==> src/rtl/systolic_result_drain.sv <==
// rtl/systolic_result_drain.sv - snapshots systolic-array accumulators, saturates them and
// writes them row-major into the RAM result region through the req/grant arbiter.
module systolic_result_drain #(
    parameter int ROW        = 4,
    parameter int COL        = 4,
    parameter int ACC_WIDTH  = 32,
    parameter int DATA_WIDTH = 16,
    parameter int ADD_WIDTH  = 6,
    parameter int OUT_BASE   = 32
) (
    input  logic                           clk,
    input  logic                           rst_n,
    input  logic                           start,
    input  logic [ROW*COL*ACC_WIDTH-1:0]   acc_data,
    input  logic                           grant_out,
    output logic                           req_out,
    output logic                           we,
    output logic [ADD_WIDTH:0]             addr,
    output logic [DATA_WIDTH-1:0]          wdata,
    output logic                           busy,
    output logic                           drained
);

    localparam int NW = ROW * COL;
    localparam int IW = (NW > 1) ? $clog2(NW) : 1;

    localparam logic [1:0] IDLE  = 2'd0;
    localparam logic [1:0] REQ   = 2'd1;
    localparam logic [1:0] WRITE = 2'd2;
    localparam logic [1:0] DONE  = 2'd3;

    localparam logic [ADD_WIDTH:0]             BASE    = (ADD_WIDTH+1)'(OUT_BASE);
    localparam logic signed [ACC_WIDTH-1:0]    SAT_MAX = ACC_WIDTH'((64'sd1 <<< (DATA_WIDTH-1)) - 64'sd1);
    localparam logic signed [ACC_WIDTH-1:0]    SAT_MIN = ACC_WIDTH'(-(64'sd1 <<< (DATA_WIDTH-1)));
    localparam logic [DATA_WIDTH-1:0]          DMAX    = {1'b0, {(DATA_WIDTH-1){1'b1}}};
    localparam logic [DATA_WIDTH-1:0]          DMIN    = {1'b1, {(DATA_WIDTH-1){1'b0}}};
    localparam logic [IW-1:0]                  LAST    = IW'(NW - 1);

    logic [1:0]                  state;
    logic [IW-1:0]               idx;
    logic signed [ACC_WIDTH-1:0] snap [NW];

    function automatic logic [DATA_WIDTH-1:0] sat(input logic signed [ACC_WIDTH-1:0] v);
        if (v > SAT_MAX)
            return DMAX;
        else if (v < SAT_MIN)
            return DMIN;
        else
            return v[DATA_WIDTH-1:0];
    endfunction

    always_ff @(posedge clk or negedge rst_n) begin
        if (!rst_n) begin
            state <= IDLE;
            idx   <= '0;
            for (int i = 0; i < NW; i++)
                snap[i] <= '0;
        end else begin
            case (state)
                IDLE: begin
                    if (start) begin
                        for (int i = 0; i < NW; i++)
                            snap[i] <= acc_data[i*ACC_WIDTH +: ACC_WIDTH];
                        idx   <= '0;
                        state <= REQ;
                    end
                end
                REQ: begin
                    if (grant_out)
                        state <= WRITE;
                end
                WRITE: begin
                    // idx parks on the last word so the read path never leaves the snapshot
                    if (grant_out) begin
                        if (idx == LAST)
                            state <= DONE;
                        else
                            idx <= idx + 1'b1;
                    end
                end
                default: state <= IDLE;
            endcase
        end
    end

    always_comb begin
        req_out = (state == REQ) || (state == WRITE);
        busy    = req_out;
        we      = (state == WRITE) && grant_out;
        drained = (state == DONE);
        if (state == IDLE) begin
            addr  = BASE;
            wdata = '0;
        end else begin
            addr  = BASE + (ADD_WIDTH+1)'(idx);
            wdata = sat(snap[idx]);
        end
    end

endmodule
==> config.mk <==
export PLATFORM = sky130hd
export DESIGN_NAME = systolic_result_drain
export DESIGN_NICKNAME = d
export VERILOG_FILES = /design/src/rtl/systolic_result_drain.sv
export SDC_FILE = /design/constraint.sdc
export NUM_CORES = 1
export LEC_CHECK = 0
export ABC_AREA = 0
export CAP_MARGIN = 20
export CORE_UTILIZATION = 39
export CTS_CLUSTER_SIZE = 12
export DETAILED_ROUTE_END_ITERATION = 6
export GPL_TIMING_DRIVEN = 0
export PLACE_DENSITY_LB_ADDON = 0.15
export SYNTH_ARGS = -nofsm -noshare
export SYNTH_HDL_FRONTEND = slang
export SYNTH_SLANG_ARGS = --single-unit
==> constraint.sdc <==
create_clock -name clk -period 2.6 [get_ports clk]
set_input_delay 0.26 -clock clk [delete_from_list [all_inputs] [get_ports clk]]
set_output_delay 0.26 -clock clk [all_outputs]
set_load 0.03 [all_outputs]
# Yosys cells after proc, flatten, opt, wreduce, memory -nomap -nowiden
# Index checks and enable logic that the tools add are counted.
[totals]
regBits = 518
latchBits = 0
mem_bits_rw = 0
romBits = 0
in_bits = 516
out_inout_bits = 27
memories = 0
[classes]
n_addsub = 2
mul = 0
div = 0
magnitude_cmp = 3
n_eq_ne = 9
n_shift = 0
mux = 16
bitwise = 1
n_reduce_logical = 7
[ops]
columns = ["cell", "n"]
rows = [
  ["$bmux 32 s4", 1],
  ["$mux 32", 2],
  ["$mux 16", 3],
  ["$gt 32x16->1 const B", 1],
  ["$lt 32x16->1 const B", 1],
  ["$mux 4", 3],
  ["$ne 2x2->1 const B", 5],
  ["$mux 2", 4],
  ["$pmux 4 s2", 1],
  ["$reduce_and 4->1", 2],
  ["$add 6x4->7 const A", 1],
  ["$mux 7", 1],
  ["$pmux 2 s3", 1],
  ["$ge 5x5->1 const B", 1],
  ["$not 4->5", 1],
  ["$add 4x1->4 const B", 1],
  ["$eq 2x2->1 const B", 2],
  ["$eq 4x4->1 const B", 1],
  ["$eq 2x1->1 const B", 1],
  ["$logic_not 2->1", 1],
  ["$reduce_and 2->1", 1],
  ["$reduce_bool 2->1", 1],
  ["$logic_and 1x1->1", 1],
  ["$logic_or 1x1->1", 1],
]

# Depth between registers and ports, before layout
# Gate-level depths: netlist of run 1.
[depth]
ltp_word = 8
depth_mapped = 12
mapped_depth_nobuf = 9

# Least setup slack after synthesis of run 1
# No wires, ideal clock.
[synth_timing]
kind = "register to output"
from = "register idx[0]"
to = "output wdata[0]"
t_arrival_ps = 2719
required_time_ps = 2340
path_slack_ps = -379
stages_incl_launch_ff = 8
n_path_buf = 4
cell_sequence = "dfrtp_1 -> buf_4 -> buf_4 -> buf_1 -> buf_2 -> mux4_2 -> mux4_2 -> a21o_1"
[synth_between]
elab_chain_len = 8
[synth_lines]
columns = ["item", "line_no", "source"]
rows = [
  ["start, declared", "40", "logic [IW-1:0] idx;"],
  ["start signal, assigned", "78", "idx <= idx + 1'b1;"],
  ["$not 4->5 (not written as such) (*)", "96", "wdata = sat(snap[idx]);"],
  ["$bmux 32 s4 (*)", "96", ""],
  ["$mux 32 (not written as such) (*) (2 in a row)", "96", ""],
  ["$lt 32x16->1", "46", "else if (v < SAT_MIN)"],
  ["$mux 16", "46", ""],
  ["$mux 16 (*)", "44", "if (v > SAT_MAX)"],
  ["$mux 16 (*)", "91", "if (state == IDLE) begin"],
  ["end, declared", "19", "output logic [DATA_WIDTH-1:0] wdata,"],
]
# Mark *: on every way between the ends. The rest lies on a longest branch, timed or not. The select of a mux whose other input is x is not followed.

# Final worst setup path of run 1
[layout_timing]
from = "register idx[0]"
to = "output wdata[1]"
# Same word-level chain as after synthesis.

==> flow_summary.toml, run 1 <==
[status]
outcome = "complete, but fails checks"
violations = "negative setup slack"

[sta]
clock_skew_ns = 0.0214
period_minus_slack_ns = 3.95
relSlewSlack = 0.324
finalHoldViolCount = 0
holdWs_ns = 0.247
slew_violations = 0
period_share = 1.52
fmax_mhz = 253
setup_viol = 16
rsz0062_at_grt = "yes"
fin_ws_ns = -1.35
worstMarginPinSlew_ns = 1.01

[yosys]
synth_warnings = 0
yosysMostFrequentCell = "dfrtp_1"
ys_seq_area_frac = 0.557
ys.flop_type = "dfrtp_1"
ys_seq_elements = 518
synth_top_cell_by_area = "dfrtp_1"
synth_area_leaders = "dfrtp_1, mux2_2, mux4_2"
synth.avg_cell_area_sq_um = 16.6
synth_edf_count = 0
synth.top_cell.area_share = 0.557
synthArstFlopShare = 1.00
syn-cell-area_sq_um = 23300
syn-instance-count = 1403
ys_types = 31
netlist_top_cells_count = "dfrtp_1, mux2_2, mux4_2"

[floorplanning]
initial_core_util = 0.394
fp-row-count = 89
num_io_pins = 543
die_area_sq_um = 60600
dieHeight_microns = 246
die_w_microns = 246
fp.coreArea_sq_um = 59000

[setup_path]
crit_type = "reg -> out"
worstPathArrival_ns = 3.69
endpoint_kind = "output port"
required_ns = 2.34
critPathMaxFanout = 8
ff2ff_setup_slack_ns = 0.18
start_kind = "flop"

[routing]
vias = 15400
ant_nets = 0
viasPerCell = 5.39
wirelength_microns = 83200
route.detailed.drc = 0
firstDrtPassIters = 4
drt_iter0_drc = 736
post_drt_wl_per_cell_microns = 29.1

[grt]
grt.overflow.total = 0
grt_max_degree = 122
antenna_found_initial = 30
track_usage = 0.276
grt_pass1_vias = 16700
grt_pass1_wl_microns = 117000

[clock_network]
cts.sinks = 518
clkSlewWorstSetupHoldPaths_ns = 0.06
clk_path_buf_depth = 3
cts_tree = "done"
cts_buffers = 58
clkLatencyLatePin_ns = 0.62
root_buffer = "clkbuf_16"
cts.htree.levels = 2

[power]
p_comb_frac = 0.445
power.density_nw_per_um2 = 1270
switching_power_mw = 13.7
swShare = 0.330
power_leakage_nw = 13.3
irDropWorstVdd_uv = 789
pwr-share-seq = 0.345
p_int_mw = 27.8
p_clk_frac = 0.210
power.total_mw = 41.5

[final_layout]
fin_area_sq_um = 32600
syn2layout_area_growth_pct = 40.3
num-nets-final = 2545
drive_above_1_share = 0.453

[placed_design]
placed_area_sq_um = 30000
io_buffers = 539
globalplace.congestion = 0.848
dp_slack_ns = -1.99
place_hpwl_microns = 61700

[worst_hold_path]
hp-class = "in -> reg"

[flow_run]
cap_violations = 0
## layer usage
layer	vias up	global-route usage	share of wire
met5	-	0	0.0021
met2	495	0.444	0.48
met3	124	0.0741	0.070
li1	6556	-	-
met1	8203	0.363	0.42
met4	26	0.0851	0.023
## power by group through the flow
stage | clock [mW] | combinational [mW] | sequential (mW)
after global routing | 9.22 | 19.5 | 14.8
final | 8.72 | 18.5 | 14.3
after CTS | 8.88 | 18.5 | 14.3
after floorplan | 0 | 11.9 | 13.5
after detailed placement | 0 | 17.3 | 14.4
after global placement | 0 | 16.9 | 14.3
## path summary, 6_finish.rpt
path | startpoint | endpoint | cells past startpoint
worst max-delay path | idx[0] | wdata[1] | 11
worst min-delay path | acc_data[183] | snap[343] | 2
worst max register to register | state[0] | snap[417] | 7
worst min register to register | snap[158] | snap[158] | 1
max in group asynchronous | rst_n | snap[16] | 4
min in group asynchronous | rst_n | snap[459] | 2
## final cells by class
class / instances / area (sq um)
antenna: 17 / 42.5
buffer: 103 / 808
clock buffer: 86 / 1710
clock inverter: 18 / 300
fill: 4861 / 26400
inverter: 5 / 18.8
multi-input combinational: 776 / 10100
sequential: 518 / 13000
tap: 773 / 967
timing repair buffer: 562 / 5770
## kinds of logic (layout without fill, tap and decap cells)
group	Yosys count	in the layout	share of synthesized area
compound gates	63	63	0.0198
mux	656	656	0.387
flops	518	518	0.557
simple gates	48	48	0.0102
buf+inv	110	774	0.0221
other cells	2	20	0.000323
xor+xnor	1	1	0.000377
fa+ha+maj	5	5	0.00269
## cell usage in the layout (no fill, tap or decap), drive strengths merged, types with 3 or more instances in the layout
| master | netlist | final |
|---|---|---|
| inv | 5 | 6 |
| dfrtp | 518 | 518 |
| a21o | 16 | 16 |
| a22oi | 32 | 32 |
| ha | 5 | 5 |
| clkbuf | 67 | 150 |
| conb | 2 | 3 |
| a21oi | 4 | 4 |
| mux2 | 512 | 512 |
| clkdlybuf4s50 | 0 | 517 |
| buf | 38 | 80 |
| nor4 | 4 | 4 |
| nor2 | 3 | 3 |
| bufinv | 0 | 8 |
| diode | 0 | 17 |
| mux4 | 144 | 144 |
| nand4 | 5 | 5 |
| clkinv | 0 | 8 |
| and2 | 3 | 3 |
| nand2 | 22 | 22 |
| o21ai | 3 | 3 |
| nor2b | 8 | 8 |
## through the flow
step	setup TNS [ns]	instances	util
floorplan	-1.80	1404	-
detailed placement	-300.43	2723	0.507
CTS	-20.79	2839	0.551
global placement	-	2716	0.505
finish	-20.87	2858	0.553
global route	-21.46	2857	0.553
## flip-flops by register name, indices dropped and copies added, names as in the netlist
register and count:
idx 4, state 2, snap 512
## worst max-delay path, stage by stage, from the launching register on
cell and delay (ns):
dfrtp_1 0.40, buf_12 0.18, buf_12 0.16, mux4_2 0.55, a22oi_2 0.33, nand2_1 0.14, nor4_2 0.33, a41oi_2 0.23
and2_4 0.25, buf_6 0.15, a21o_1 0.19, buf_6 0.15
## repair_timing
action | CTS | global route
endpoints found under the setup margin | 501 | 102
hold endpoints to repair | 117 | 0
resized for setup | 261 | 27
gates cloned | 2 | 0
setup buffers | 11 | 2
hold buffers | 1 | 0
pin swaps | 14 | 13
(Power assumes the default switching activity.)
==> inputs of run 2 (changes only) <==
--- a/config.mk
+++ b/config.mk
@@ -7,7 +7,10 @@
 export LEC_CHECK = 0
 export ABC_AREA = 0
 export CAP_MARGIN = 20
-export CORE_UTILIZATION = 39
+export CELL_PAD_IN_SITES_DETAIL_PLACEMENT = 0
+export CELL_PAD_IN_SITES_GLOBAL_PLACEMENT = 1
+export CORE_ASPECT_RATIO = 0.5
+export CORE_UTILIZATION = 38
 export CTS_CLUSTER_SIZE = 12
 export DETAILED_ROUTE_END_ITERATION = 6
 export GPL_TIMING_DRIVEN = 0
==> run 2 against run 1 <==
Compared with the run above:
- largest cell class unchanged
- hold slack gained 0.032 ns
- final cell count up 0.59%
- final area fell by 1.2%
- the flow still finishes with violations (negative setup slack)
- critical path type unchanged
- combinational power about the same
- register-to-register slack lost 0.03 ns
- power decreased by 4.4%
- first-iteration DRC count increased by 1.8%
- clock-buffer cell count decreased by 19
- via count decreased by 2.7%
- global-route usage is 2.1 points lower
==> flow_summary.toml, run 2 (synthesized netlist as in run 1, its figures left out) <==
[status]
outcome = "complete, but fails checks"
violations = "negative setup slack"

[clock_network]
cts_tree = "done"
cts.htree.levels = 2
cts_buffers = 51
root_buffer = "clkbuf_16"
clkLatencyLatePin_ns = 0.59
cts.sinks = 518
clkSlewWorstSetupHoldPaths_ns = 0.07
clk_path_buf_depth = 3

[power]
power.density_nw_per_um2 = 1230
irDropWorstVdd_uv = 574
power_leakage_nw = 13.1
power.total_mw = 39.7

[grt]
grt_pass1_vias = 16400
antenna_found_initial = 26
grt_max_degree = 115
grt_pass1_wl_microns = 111000
grt.overflow.total = 0
track_usage = 0.254

[placed_design]
place_hpwl_microns = 58400
globalplace.congestion = 0.815
placed_cells = 2760
placed_area_sq_um = 30000
io_buffers = 539
dp_slack_ns = -1.99

[setup_path]
worstPathArrival_ns = 3.70
required_ns = 2.34
ff2ff_path_depth = 6
start_kind = "flop"
endpoint_kind = "output port"
cpMaxStageDelayCell = "mux4_2"
crit_type = "reg -> out"
reg2reg_to = "snap[2]"
r2r-start = "state[0]"
path_cells = "buf_12 -> buf_16 -> buf_4 -> mux4_2 -> a22oi_2 -> nand2_2 -> nor4_4 -> a41oi_4 -> and2_4 -> clkbuf_16 -> a21o_4 -> buf_6"
critPathMaxFanout = 8
max_stage_delay_ns = 0.55
ff2ff_setup_slack_ns = 0.15

[final_layout]
largest_reg_flops = 512
nFillCells = 5061
final_common_cell = "clkdlybuf4s50_1"
multi_input_area_sq_um = 10100
num-nets-final = 2542
fin_area_sq_um = 32200
largest_registers = "snap: 512 flops, idx: 4 flops, state: 2 flops"
regMostFlops = "snap"
final_util = 0.539
seqCellArea_sq_um = 13000
final_cell_mix = "clkdlybuf4s50_1, dfrtp_1, mux2_2"
drive_above_1_share = 0.447
fin_cells = 2875
syn2layout_area_growth_pct = 38.6

[floorplanning]
fp.coreArea_sq_um = 59800
fp-row-count = 63
die_w_microns = 352
initial_core_util = 0.389
dieHeight_microns = 177
num_io_pins = 543
die_area_sq_um = 62300

[worst_hold_path]
hp-class = "in -> async"

[routing]
viasPerCell = 5.21
route.detailed.drc = 0
ant_nets = 0
wirelength_microns = 78900
post_drt_wl_per_cell_microns = 27.4
vias = 15000
firstDrtPassIters = 5
drt_iter0_drc = 749

[sta]
rsz0062_at_grt = "yes"
worstMarginPinSlew_ns = 1.00
finalHoldViolCount = 0
relSlewSlack = 0.333
fin_ws_ns = -1.36
tns_ns = -20.68
setup_viol = 16
period_minus_slack_ns = 3.96
holdWs_ns = 0.279
slew_violations = 0
clock_skew_ns = 0.0167
fmax_mhz = 253
period_share = 1.52

[flow_run]
cap_violations = 0
-- run 2: changes by cell type in the layout (fill, tap and decap cells not counted), moves of 3 or more --
cell       previous run  this run
clkbuf_1             19        12
diode_2              17        24
clkbuf_8             16         9
buf_6                22        25
clkbuf_16            59        54
clkbuf_4              4        15
bufinv_16             8         0
clkbuf_2             52        45
clkinv_2              7         3
-- run 2: critical path, delay by kind of cell, from the launching register on --
kind / cells / cell delay (ns)
compound gates: 3 / 0.65
flops: 1 / 0.40
buf+inv: 5 / 0.77
simple gates: 3 / 0.72
mux: 1 / 0.55
-- run 2: power breakdown --
group	total, mW	switching, mW	internal [mW]
Sequential	14.3	2.03	12.2
Clock	6.97	3.16	3.81
Combinational	18.5	7.98	10.5
Total	39.7	13.2	26.5
-- run 2: final cells by class --
type / count / share of cell area
inverters: 5 / 0.000582
clock buffers: 67 / 0.0446
diodes: 24 / 0.00186
plain buffers: 103 / 0.0258
repair buffers: 566 / 0.180
multi-input cells: 776 / 0.312
clock inverters: 4 / 0.000698
flip-flops and latches: 518 / 0.402
well taps: 812 / 0.0315
-- run 2: repair_timing --
action	in CTS	in global routing
pin swaps	11	17
resized for setup	283	22
setup buffers	12	7
endpoints found under the setup margin	491	224
hold buffers	1	0
gates cloned	2	1
endpoints found under the hold margin	111	0
-- run 2: layer usage --
layer | vias up | global-route usage | share of wire | wire [microns]
met5 | - | 0 | 0.00015 | 12
met4 | 2 | 0.0799 | 0.016 | 1260
met3 | 81 | 0.0428 | 0.037 | 2940
met2 | 285 | 0.455 | 0.54 | 42600
met1 | 8050 | 0.314 | 0.41 | 32100
li1 | 6570 | - | - | -
-- run 2: worst max-delay path by stage --
stage	from	endpoint
6_report	idx[0]	wdata[10]
3_5_place_dp	idx[2]	wdata[6]
3_3_place_gp	rst_n	snap[469]
2_1_floorplan	idx[0]	wdata[15]
4_1_cts	idx[0]	wdata[7]
5_1_grt	idx[0]	wdata[10]
==> inputs of run 3 (changes only) <==
--- a/config.mk
+++ b/config.mk
@@ -10,10 +10,9 @@
 export CELL_PAD_IN_SITES_DETAIL_PLACEMENT = 0
 export CELL_PAD_IN_SITES_GLOBAL_PLACEMENT = 1
 export CORE_ASPECT_RATIO = 0.5
-export CORE_UTILIZATION = 38
-export CTS_CLUSTER_SIZE = 12
+export CORE_UTILIZATION = 39
 export DETAILED_ROUTE_END_ITERATION = 6
-export GPL_TIMING_DRIVEN = 0
+export GPL_TIMING_DRIVEN = 1
 export PLACE_DENSITY_LB_ADDON = 0.15
 export SYNTH_ARGS = -nofsm -noshare
 export SYNTH_HDL_FRONTEND = slang
==> constraint.sdc (replaced) <==
create_clock -name clk -period 3.7 [get_ports clk]
set_input_delay 0.37 -clock clk [delete_from_list [all_inputs] [get_ports clk]]
set_output_delay 0.37 -clock clk [all_outputs]
set_load 0.03 [all_outputs]
==> run 3 against run 2 <==
Compared with the run above:
- the flow still finishes with violations (negative setup slack)
- clock power is 28% lower
- global-route usage is 3.6 points lower
- final cell count is 3.7% lower
- power is 32% lower
- core utilization is 0.96 points higher
- clock-buffer cell count is 12 higher
- critical path depth is 1 lower
- critical path type unchanged
- largest cell class unchanged
==> flow_summary.toml, run 3 (synthesized netlist as in run 1, its figures left out) <==
[setup_path]
crit_family = "simple AND/OR/NAND/NOR gates"
start_kind = "flop"
ff2ff_setup_slack_ns = 1.00
required_ns = 3.33
critPathMostFrequentCell = "buf_12"
critPathMaxFanout = 10
path_cells = "buf_4 -> bufbuf_16 -> mux4_2 -> a22oi_1 -> nand2_2 -> nand4_1 -> or4_4 -> a21oi_4 -> buf_12 -> a21o_1 -> buf_12"
startpoint = "idx[0]"
worstPathArrival_ns = 3.63
max_stage_delay_ns = 0.60
crit_type = "reg -> out"
r2r-start = "idx[0]"
cpMaxStageDelayCell = "or4_4"
endpoint_kind = "output port"
critical_path.n_buffers_inverters = 4

[final_layout]
nFillCells = 4780
drive_above_1_share = 0.427
final_util = 0.549
largest_reg_flops = 512
final_cell_mix = "clkdlybuf4s50_1, dfrtp_1, mux2_2"
largest_registers = "snap: 512 flops, idx: 4 flops, state: 2 flops"
num-nets-final = 2478
syn2layout_area_growth_pct = 37.2
regMostFlops = "snap"
final_common_cell = "clkdlybuf4s50_1"

[sta]
setup_viol = 16
holdWs_ns = 0.338
fmax_mhz = 250
clock_skew_ns = 0.0265
relSlewSlack = 0.597
rsz0062_at_grt = "yes"
fin_ws_ns = -0.296
worstMarginPinSlew_ns = 0.605
period_minus_slack_ns = 4.00
finalHoldViolCount = 0
slew_violations = 0
period_share = 1.08

[power]
pwr-share-seq = 0.372
switching_power_mw = 8.52
power_leakage_nw = 12.9
swShare = 0.314
p_clk_frac = 0.186
p_int_mw = 18.6
irDropWorstVdd_uv = 629
p_comb_frac = 0.442
power.density_nw_per_um2 = 850

[clock_network]
cts_buffers = 48
clkLatencyLatePin_ns = 0.59
clk_path_buf_depth = 3
cts.sinks = 518
cts.htree.levels = 2
clkSlewWorstSetupHoldPaths_ns = 0.07
cts_tree = "done"
root_buffer = "clkbuf_16"

[placed_design]
io_buffers = 539
globalplace.congestion = 0.782
place_hpwl_microns = 46800

[grt]
antenna_found_initial = 9
grt_pass1_wl_microns = 98500
track_usage = 0.218
grt_pass1_vias = 15800
grt.overflow.total = 0
grt_max_degree = 106

[flow_run]
cap_violations = 0

[floorplanning]
die_w_microns = 347
fp-row-count = 62
die_area_sq_um = 60700
fp.coreArea_sq_um = 58200
num_io_pins = 543
initial_core_util = 0.400
dieHeight_microns = 175

[worst_hold_path]
hp-class = "in -> async"

[routing]
vias = 14400
route.detailed.drc = 0
ant_nets = 0
post_drt_wl_per_cell_microns = 23.8
viasPerCell = 5.18
wirelength_microns = 65900
firstDrtPassIters = 4
drt_iter0_drc = 613

[status]
violations = "negative setup slack"
outcome = "complete, but fails checks"
run 3: cell count changes in the layout (fill, tap and decap cells not counted), sizes merged:
| cell | previous run | this run |
|---|---|---|
| clkbuf | 135 | 79 |
| clkinv | 3 | 2 |
| inv | 5 | 7 |
| bufinv | 0 | 1 |
| clkdlybuf4s50 | 517 | 522 |
| diode | 24 | 8 |
| bufbuf | 0 | 1 |
| dlymetal6s2s | 1 | 0 |
| buf | 80 | 84 |
| clkdlybuf4s15 | 2 | 0 |
run 3: layout make-up:
cell class                      instances  area [sq um]  area share
Inverter                                5          18.8    0.000588
Tap cell                              768           961      0.0301
Clock buffer                           79          1500      0.0470
Multi-Input combinational cell        776         10000       0.313
Sequential cell                       518         13000       0.406
Antenna cell                            8          20.0    0.000627
Clock inverter                          6          68.8     0.00216
Timing Repair Buffer                  608          6370       0.200
run 3: worst paths after layout:
path / to / depth (start not counted)
setup / recovery: wdata[7] / 11
hold / removal: snap[256] / 2
setup reg to reg: idx[0] / 10
hold reg to reg: snap[9] / 1
max in group asynchronous: snap[147] / 4
min in group clk: snap[118] / 2
run 3: power groups by stage:
stage | combinational (mW) | sequential (mW) | clock [mW]
final | 12.0 | 10.1 | 5.03
after global routing | 12.8 | 10.4 | 5.41
after CTS | 11.9 | 10.1 | 5.18
after detailed placement | 11.0 | 10.2 | 0
after global placement | 10.9 | 10.1 | 0
after floorplan | 8.08 | 9.51 | 0
run 3: routing by layer:
metal / global-route usage / wire length (microns) / vias up
met5: 0 / 13 / -
met4: 0.0767 / 2020 / 2
met3: 0.0339 / 2490 / 110
met2: 0.402 / 36200 / 281
met1: 0.259 / 25100 / 7551
li1: - / - / 6408
run 3: repair_timing:
item | 4_1_cts | 5_1_grt
gates cloned | 5 | 0
resized for setup | 34 | 28
hold buffers | 1 | 0
setup endpoints to repair | 16 | 16
pin swaps | 11 | 20
buffers inserted | 17 | 12
endpoints found under the hold margin | 59 | 0
run 3: metrics by stage:
stage	setup WS, ns	power, mW	instance area, sq um	setup TNS, ns	std cells
2_1_floorplan	0.611	17.6	23300	0	1404
3_3_place_gp	0.0815	21.0	29700	0	2644
3_5_place_dp	0.0678	21.2	29700	0	2644
4_1_cts	-0.351	27.2	31700	-4.90	2751
5_1_grt	-0.401	28.7	31900	-5.55	2768
6_report	-0.296	27.1	31900	-3.89	2768
